File: src/rtl/call_req_filter.sv
// Button front end: sync, debounce and edge-detect each floor button into single-cycle floor_req pulses plus pending-call lamps.
// Latency: 2+DEB_CYCLES+1 clocks from a held button to its pulse. Optional CALL_REISSUE_EN periodically re-pulses lit lamps.
module call_req_filter #(
  parameter int FLOORS         = 5,
  parameter int POS_W          = 3,
  parameter int DEB_CYCLES     = 4,
  parameter int REISSUE_CYCLES = 16
) (
  input  logic              clk,
  input  logic              reset,
  input  logic [FLOORS-1:0] btn_raw,
  input  logic [POS_W-1:0]  floor_pos,
  input  logic              door_open,
  output logic [FLOORS-1:0] floor_req,
  output logic [FLOORS-1:0] req_lamp
);

  localparam int CNT_W = 8;

  logic [FLOORS-1:0] sync1;
  logic [FLOORS-1:0] sync2;
  logic [FLOORS-1:0] stable;
  logic [FLOORS-1:0] stable_q;
  logic [CNT_W-1:0]  deb_cnt [FLOORS];

  logic [FLOORS-1:0] clr_mask;
  logic [FLOORS-1:0] new_req;
  logic [FLOORS-1:0] reissue_mask;

  // Out-of-range floor_pos never matches any index, so it clears nothing.
  always_comb begin
    clr_mask = '0;
    for (int i = 0; i < FLOORS; i++) begin
      clr_mask[i] = door_open && (int'(floor_pos) == i);
    end
    new_req = stable & ~stable_q & ~req_lamp & ~clr_mask;
  end

  always_ff @(posedge clk) begin
    if (reset) begin
      sync1    <= '0;
      sync2    <= '0;
      stable   <= '0;
      stable_q <= '0;
      for (int i = 0; i < FLOORS; i++) begin
        deb_cnt[i] <= '0;
      end
    end else begin
      sync1    <= btn_raw;
      sync2    <= sync1;
      stable_q <= stable;
      for (int i = 0; i < FLOORS; i++) begin
        if (sync2[i] == stable[i]) begin
          deb_cnt[i] <= '0;
        end else if (deb_cnt[i] == CNT_W'(DEB_CYCLES - 1)) begin
          stable[i]  <= sync2[i];
          deb_cnt[i] <= '0;
        end else begin
          deb_cnt[i] <= deb_cnt[i] + 1'b1;
        end
      end
    end
  end

`ifdef CALL_REISSUE_EN
  localparam int RW = (REISSUE_CYCLES > 2) ? $clog2(REISSUE_CYCLES) : 1;

  logic [RW-1:0] reissue_cnt;
  logic          reissue_hit;

  assign reissue_hit  = (req_lamp != '0) && (reissue_cnt == RW'(REISSUE_CYCLES - 1));
  assign reissue_mask = reissue_hit ? (req_lamp & ~clr_mask) : '0;

  always_ff @(posedge clk) begin
    if (reset || (req_lamp == '0) || reissue_hit) begin
      reissue_cnt <= '0;
    end else begin
      reissue_cnt <= reissue_cnt + 1'b1;
    end
  end
`else
  assign reissue_mask = '0;
`endif

  // Clear has priority over a set landing in the same cycle.
  always_ff @(posedge clk) begin
    if (reset) begin
      floor_req <= '0;
      req_lamp  <= '0;
    end else begin
      floor_req <= new_req | reissue_mask;
      req_lamp  <= (req_lamp | new_req) & ~clr_mask;
    end
  end

endmodule

File: config.mk
export PLATFORM = sky130hd
export DESIGN_NAME = call_req_filter
export DESIGN_NICKNAME = d
export VERILOG_FILES = /design/src/rtl/call_req_filter.sv
export SDC_FILE = /design/constraint.sdc
export NUM_CORES = 1
export LEC_CHECK = 0
export ABC_AREA = 1
export BUFFER_PORTS_ARGS = -buffer_cell sky130_fd_sc_hd__buf_2
export CORE_MARGIN = 1
export CORE_UTILIZATION = 50
export DETAILED_ROUTE_END_ITERATION = 10
export HOLD_SLACK_MARGIN = 0.1
export PLACE_DENSITY_LB_ADDON = 0.1
export SLEW_MARGIN = 20
export SYNTH_ARGS = -nofsm -noshare
export SYNTH_HDL_FRONTEND = slang
export SYNTH_SLANG_ARGS = --single-unit
File: constraint.sdc
create_clock -name clk -period 1.3 [get_ports clk]
set_input_delay 0.065 -clock clk [delete_from_list [all_inputs] [get_ports clk]]
set_output_delay 0.065 -clock clk [all_outputs]
set_load 0.03 [all_outputs]
==> qor_table.md, run 1 <==
| Result | This run | Unit |
| --- | --- | --- |
| GRT Residual Overflow | 0 | - |
| Top-level port count | 21 | - |
| Worst clock skew | 0.007814 | ns |
| End of the worst register-to-register path | deb_cnt[4][2] | - |
| Crit path DAT | 1.47 | ns |
| Routed via count divided by cell count | 4.596 | - |
| Die Footprint | 7243 | sq um |
| Post-route worst hold slack | 0.4037 | ns |
| Total detailed-routing wirelength | 6635 | um |
| Startpoint class of the critical path | register | - |
| Worst Path Class, Setup | register to register | - |
| Setup slack, reg-to-reg | 0.03 | ns |
| Count of flip-flops with a built-in enable after synthesis | 40 | - |
| Sequential element share of the synthesized area | 52.17 | % |
| Final clock period utilization by the worst path | 97.47 | % |
| Run status | complete, no violations | - |
| Average instance area after synthesis | 7.760 | sq um |
| Via count of the first global-routing pass | 2786 | - |
| Std cell rows | 29 | - |
| Peak Freq | 789.2 | MHz |
| Number of cells on the worst hold path | 2 | - |
| Die X | 85.11 | um |
| Last weighted congestion value of the routability-driven placer | 0.8565 | - |
| Launch instance of the worst min-delay path | sync1[3] | - |
| Final-report max-slew violation count | 0 | - |
| Drt wl/cell | 10.07 | um |
| Core Footprint | 6495 | sq um |
| Maximum vdd ir drop | 0.0006191 | V |
| Fin. Hold Viols | 0 | - |
| Die H | 85.11 | um |
| Total number of H-tree levels | 3 | - |
| Starting density of the core | 53.17 | % |
| RSZ-0062 raised after global routing | true | - |
| Count of antenna-violating nets left after detailed routing | 0 | - |
| Nets | 593 | - |
| Critical path capture point type | register | - |
| RR Startpoint | deb_cnt[4][1] | - |
| CTS tree | yes | - |
| Final setup violation count | 0 | - |
| Maximum number of pins on one net before global-route repair | 14 | - |
| Static leakage | 2.095 | nW |
| Worst-skew pair later-pin latency | 0.34 | ns |
| CP max FO | 4 | - |
| FF-to-FF path depth | 3 | - |
| CTS clock-pin slew for the worst setup and hold paths | 0.08 | ns |
| Total Neg Setup Slack | 0 | ns |
| Input/output buffers | 20 | - |
| Clock root cell | sky130_fd_sc_hd__clkbuf_8 | - |
| First-pass GRT wire length | 10960 | um |
| Layout cell share with drive strength beyond 1 | 25.09 | % |
| TritonCTS sink count | 70 | - |
| Layout Area Growth over Synthesis | 34.46 | % |
| Post-route minimum period | 1.267 | ns |
| Destination of the worst hold path | sync2[3] | - |
| Cts bufs inserted | 9 | - |
| Most used flip-flop cell after synthesis | sky130_fd_sc_hd__edfxtp_1 | - |
| Netlist area before placement | 3453 | sq um |
| Required time at the worst-slack endpoint | 1.50 | ns |
| Detailed placer's ending HPWL | 4527 | um |
| Share of flip-flops with an asynchronous set or reset after synthesis | 0 | % |
| Maximum Capacitance Violations | 0 | - |
| Number of warnings reported in the yosys synthesis log | 0 | - |
| Drt first-iter violations | 138 | - |
| ANT cells | 0 | - |
| Number of flip-flops and latches in the synthesized netlist | 70 | - |
| Synth unique cells | 25 | - |
| Clk buf depth | 2 | - |
| Class of the tightest hold or removal check | register to register | - |
| Antenna violations before repair | 0 | - |
| Fill cell instance count of the final layout | 503 | - |
| DRT Pass-1 Iters | 4 | - |
| Total via count after detailed routing | 3029 | - |
| Residual DRC count | 0 | - |
| GR Util All Layers | 19.20 | % |
| PD cells | 942.6 | nW/um^2 |
| Synthesized instance count | 445 | - |
## placed cells by master, fill, tap and decap left out, types with 2 or more instances in the layout
cell and count:
sky130_fd_sc_hd__a21oi_1 18, sky130_fd_sc_hd__dfxtp_1 30, sky130_fd_sc_hd__nor2_4 3, sky130_fd_sc_hd__nand2_1 97, sky130_fd_sc_hd__buf_6 2, sky130_fd_sc_hd__buf_2 20, sky130_fd_sc_hd__nor2_1 90, sky130_fd_sc_hd__clkinv_2 2
sky130_fd_sc_hd__dlygate4sd3_1 10, sky130_fd_sc_hd__nand3_1 25, sky130_fd_sc_hd__clkinv_1 2, sky130_fd_sc_hd__nor2_2 10, sky130_fd_sc_hd__conb_1 40, sky130_fd_sc_hd__ha_4 3, sky130_fd_sc_hd__inv_2 4, sky130_fd_sc_hd__inv_1 64
sky130_fd_sc_hd__edfxtp_1 40, sky130_fd_sc_hd__nand3_4 2, sky130_fd_sc_hd__ha_2 2, sky130_fd_sc_hd__nand2_2 10, sky130_fd_sc_hd__a21oi_2 7, sky130_fd_sc_hd__o21ai_1 4, sky130_fd_sc_hd__xor2_1 4, sky130_fd_sc_hd__clkbuf_8 9
sky130_fd_sc_hd__nand2_4 6, sky130_fd_sc_hd__buf_4 53, sky130_fd_sc_hd__or2_2 3, sky130_fd_sc_hd__clkbuf_1 2, sky130_fd_sc_hd__o21ai_0 7, sky130_fd_sc_hd__nand3_2 6
## registers in the layout, summed over array words and instances, names as in the netlist
| signal | flops |
|---|---|
| sync2 | 5 |
| stable_q | 5 |
| deb_cnt | 40 |
| sync1 | 5 |
| req_lamp | 5 |
| stable | 5 |
| floor_req | 5 |
## cells in the mapped netlist (2+ instances only)
cell	number	area share [%]
sky130_fd_sc_hd__a21oi_1	21	3.0
sky130_fd_sc_hd__a21oi_2	4	1.0
sky130_fd_sc_hd__dfxtp_1	30	17
sky130_fd_sc_hd__edfxtp_1	40	35
sky130_fd_sc_hd__ha_1	5	1.8
sky130_fd_sc_hd__inv_1	67	7.3
sky130_fd_sc_hd__nand2_1	110	12
sky130_fd_sc_hd__nand2_2	2	0.36
sky130_fd_sc_hd__nand3_1	32	4.6
sky130_fd_sc_hd__nor2_1	102	11
sky130_fd_sc_hd__o21ai_0	12	1.7
sky130_fd_sc_hd__or2_2	4	0.72
sky130_fd_sc_hd__xor2_1	4	1.0
## through the flow
step                      cells  area, sq um  total power, W  setup slack, ns  util, %
after floorplan             484         3605        0.002719         0.001921        -
after global placement      624         4110        0.002846         -0.03790    63.28
after detailed placement    624         4110        0.002855         -0.09974    63.28
after CTS                   653         4425        0.004352         0.003511    68.14
after global routing        659         4643        0.004562         -0.03538    71.49
final                       659         4643        0.004377          0.03284    71.49
## worst max-delay path, cell delays in order, from the launching register on
cell	delay (ns)
sky130_fd_sc_hd__edfxtp_1	0.45
sky130_fd_sc_hd__ha_4	0.21
sky130_fd_sc_hd__or2_2	0.31
sky130_fd_sc_hd__a21oi_2	0.15
## where the power goes
group | total [W] | internal (W) | switching, W
sequential | 0.00246 | 0.00241 | 0.0000496
clock | 0.00148 | 0.000678 | 0.000804
combinational | 0.000433 | 0.000193 | 0.000240
total | 0.00438 | 0.00328 | 0.00109
## layout make-up
class / instances / area (sq um) / area share, %
clock buffers: 11 / 131.4 / 2.829
clock inverters: 5 / 26.28 / 0.5659
inverters: 69 / 264.0 / 5.686
multi-input cells: 342 / 1703 / 36.67
flip-flops and latches: 70 / 1802 / 38.80
well taps: 77 / 96.34 / 2.075
repair buffers: 85 / 620.6 / 13.37
## repair_timing
item | in CTS | in global routing
pin swaps | 7 | 22
hold endpoints to repair | 15 | 0
hold buffers | 10 | 0
setup endpoints to repair | 34 | 40
resized for setup | 11 | 51
setup buffers | 3 | 6
## per-layer routing
layer	vias up	routed length (um)	GRT usage (%)
met2	67	3140	32.77
met1	1330	3065	22.37
met5	-	0	0
met3	13	299	4.280
met4	0	130	10.79
li1	1619	-	-
## cells by family (layout without fill, tap and decap cells)
| family | count (synthesis) | count (layout) | synth area share, % |
|---|---|---|---|
| and+or+nand+nor | 256 | 256 | 30.40 |
| buffers and inverters | 72 | 170 | 8.695 |
| other | 1 | 40 | 0.1086 |
| DFF | 70 | 70 | 52.17 |
| adders and majority gates | 5 | 5 | 1.812 |
| AOI/OAI and AO/OA | 37 | 37 | 5.797 |
| xor gates and xnor gates | 4 | 4 | 1.014 |
## how the worst max path moves through the flow
stage	slack [ns]	end	depth (start not counted)	start
after floorplan	0.002	deb_cnt[0][6]	6	deb_cnt[0][0]
final	0.03	deb_cnt[4][2]	3	deb_cnt[4][1]
after CTS	0.004	deb_cnt[2][0]	6	deb_cnt[2][0]
after detailed placement	-0.1	deb_cnt[2][0]	6	deb_cnt[2][0]
after global routing	-0.04	deb_cnt[1][4]	6	deb_cnt[1][0]
after global placement	-0.04	deb_cnt[2][6]	6	deb_cnt[2][0]
Power figures use the tool's default switching activity.
==> run 2: changes to the inputs <==
- CAP_MARGIN: default -> 20
- CORE_UTILIZATION: 50 -> 30
==> run 2 against run 1 <==
Net effect:
- clock power rose by 68%
- sequential share of layout area fell by 1.9 points
- utilization fell by 27 points
- via count fell by 4.4%
- clock skew fell by 0.0032 ns
==> qor_table.md, run 2 (synthesis results as in run 1) <==
| Result | This run | Unit | Change |
| --- | --- | --- | --- |
| Final-report max-slew violation count | 0 | - | unchanged |
| Post-route worst hold slack | 0.1224 | ns | -0.2813 ns |
| Maximum vdd ir drop | 0.0008680 | V | +40% |
| ANT cells | 0 | - | unchanged |
| Final clock period utilization by the worst path | 95.94 | % | -1.5 points |
| Worst-skew pair later-pin latency | 0.33 | ns | about the same |
| Die X | 109.3 | um | +28% |
| Total number of H-tree levels | 3 | - | unchanged |
| PD cells | 1099 | nW/um^2 | +17% |
| Cts bufs inserted | 9 | - | unchanged |
| Worst clock skew | 0.004649 | ns | -0.003165 ns |
| Number of flip-flops under the largest register name | 40 | - | unchanged |
| Most frequent cells in the layout | sky130_fd_sc_hd__nand2_1, sky130_fd_sc_hd__nor2_1, sky130_fd_sc_hd__inv_1 | - |  |
| Fin. Hold Viols | 0 | - | unchanged |
| Register ranked first by flip-flop count | deb_cnt | - |  |
| Post-layout instance area | 4885 | sq um | +5.2% |
| Drt first-iter violations | 97 | - | -30% |
| Clk buf depth | 2 | - | unchanged |
| Chain of cells forming the critical path | ha_4 > nand3_1 > xor2_1 > nor2_1 | - |  |
| Startpoint class of the critical path | register | - |  |
| Cell at the slowest stage of the critical path | sky130_fd_sc_hd__edfxtp_1 | - |  |
| Drt wl/cell | 9.022 | um | -10% |
| Required time at the worst-slack endpoint | 1.39 | ns | -0.11 ns |
| Std cell rows | 38 | - | +31% |
| Die H | 109.3 | um | +28% |
| Input/output buffers | 20 | - | unchanged |
| Largest stage delay on the critical path | 0.43 | ns | -0.02 ns |
| Maximum number of pins on one net before global-route repair | 17 | - | +3 |
| Clock root cell | sky130_fd_sc_hd__clkbuf_16 | - |  |
| Critical path capture point type | register | - |  |
| DRT Pass-1 Iters | 4 | - | unchanged |
| Static leakage | 2.163 | nW | +3.2% |
| Total detailed-routing wirelength | 6487 | um | -2.2% |
| First-pass GRT wire length | 11280 | um | +2.9% |
| Routed via count divided by cell count | 4.029 | - | -12% |
| Starting density of the core | 31.31 | % | -22 points |
| Class of the tightest hold or removal check | input pin to register | - |  |
| Cell area after placement | 4219 | sq um | +2.6% |
| Post-route minimum period | 1.247 | ns | -0.01993 ns |
| Global-route met1 utilization | 15.10 | % | -7.3 points |
| Detailed placer's ending HPWL | 4857 | um | +7.3% |
| Core Footprint | 11030 | sq um | +70% |
| Fill cell instance count of the final layout | 1125 | - | +120% |
| Antenna violations before repair | 0 | - | unchanged |
| TritonCTS sink count | 70 | - | unchanged |
| Met2 usage | 19.72 | % | -13 points |
| Nets | 590 | - | -0.51% |
| Worst Path Class, Setup | register to register | - |  |
| Commonest non-fill, non-tap cell in the layout | sky130_fd_sc_hd__nand2_1 | - |  |
| Peak Freq | 801.8 | MHz | +1.6% |
| CTS clock-pin slew for the worst setup and hold paths | 0.06 | ns | -0.02 ns |
| Run status | complete, no violations | - |  |
| RSZ-0062 raised after global routing | true | - |  |
| Maximum Capacitance Violations | 0 | - | unchanged |
| Met3 layer usage reported by global route | 3.794 | % | -0.49 points |
| Top-level port count | 21 | - | unchanged |
| CP max FO | 4 | - | unchanged |
| GR Util All Layers | 12.23 | % | -7.0 points |
| Last weighted congestion value of the routability-driven placer | 0.7876 | - | -8.0% |
| Final setup violation count | 0 | - | unchanged |
| Die Footprint | 11940 | sq um | +65% |
| Layout cell share with drive strength beyond 1 | 26.25 | % | +1.2 points |
| Via count of the first global-routing pass | 2690 | - | -3.4% |
| Grt peak-use layer | met2 | - |  |
| Residual DRC count | 0 | - | unchanged |
| Layout Area Growth over Synthesis | 41.45 | % |  |
| CTS tree | yes | - |  |
| GRT Residual Overflow | 0 | - | unchanged |
| Count of antenna-violating nets left after detailed routing | 0 | - | unchanged |
| Power consumption | 0.005371 | W | +23% |
| Total via count after detailed routing | 2897 | - | -4.4% |
| Crit path DAT | 1.34 | ns | -0.13 ns |
## run 2: changes by cell type in the layout (fill, tap and decap cells not counted), moves of 4 or more
cell and delta:
sky130_fd_sc_hd__nor2_4 +4, sky130_fd_sc_hd__clkbuf_8 -8, sky130_fd_sc_hd__nand3_2 -4, sky130_fd_sc_hd__clkbuf_16 +11, sky130_fd_sc_hd__nor2_1 -5
## run 2: cell type report
class                      instances  area (sq um)  share of cell area (%)
inverter                          69         264.0                   5.405
multi-input combinational        342          1735                   35.53
clock inverter                     4         22.52                  0.4611
tap                              140         175.2                   3.586
sequential                        70          1802                   36.89
clock buffer                      12         289.0                   5.917
timing repair buffer              82         596.8                   12.22
## run 2: routing by layer
layer | wire [um] | part of all wire [%] | up-vias
met5 | 0 | 0 | -
met4 | 121 | 1.9 | 0
met3 | 241 | 3.7 | 11
met2 | 2877 | 44 | 29
met1 | 3247 | 50 | 1234
li1 | - | - | 1623
## run 2: worst paths after layout
check                       end  slack, ns     startpoint  cells past startpoint
setup / recovery  deb_cnt[3][4]       0.05  deb_cnt[3][1]                      4
hold / removal      req_lamp[3]       0.12   floor_pos[1]                      4
setup reg to reg  deb_cnt[3][4]       0.05  deb_cnt[3][1]                      4
hold reg to reg        sync2[3]       0.40       sync1[3]                      2
## run 2: worst max-delay path, delay by kind of cell (launching register included)
kind,cells,cell delay [ns]
xor gates and xnor gates,1,0.16
DFF,1,0.43
adders and majority gates,1,0.21
and+or+nand+nor,2,0.21
## run 2: report_power, final
| group | internal [W] | switching [W] | total [W] |
|---|---|---|---|
| registers | 0.00242 | 0.0000490 | 0.00246 |
| clock network | 0.00157 | 0.000905 | 0.00248 |
| logic | 0.000190 | 0.000240 | 0.000430 |
## run 2: per-stage QoR
step,TNS [ns],setup WS [ns],std cells,utilization [%]
after global placement,-0.8485,-0.05843,691,38.25
after global routing,-0.1734,-0.03009,719,44.28
final,0,0.05277,719,44.28
after detailed placement,-1.600,-0.1199,691,38.25
after CTS,-0.001145,-0.001145,717,42.30
after floorplan,0,0.001921,484,-
## run 2: what timing repair did
item	CTS	global route
buffers inserted	2	5
pin swaps	6	24
endpoints found under the setup margin	36	41
hold buffers	8	0
gates resized for setup	12	62
hold endpoints to repair	8	0
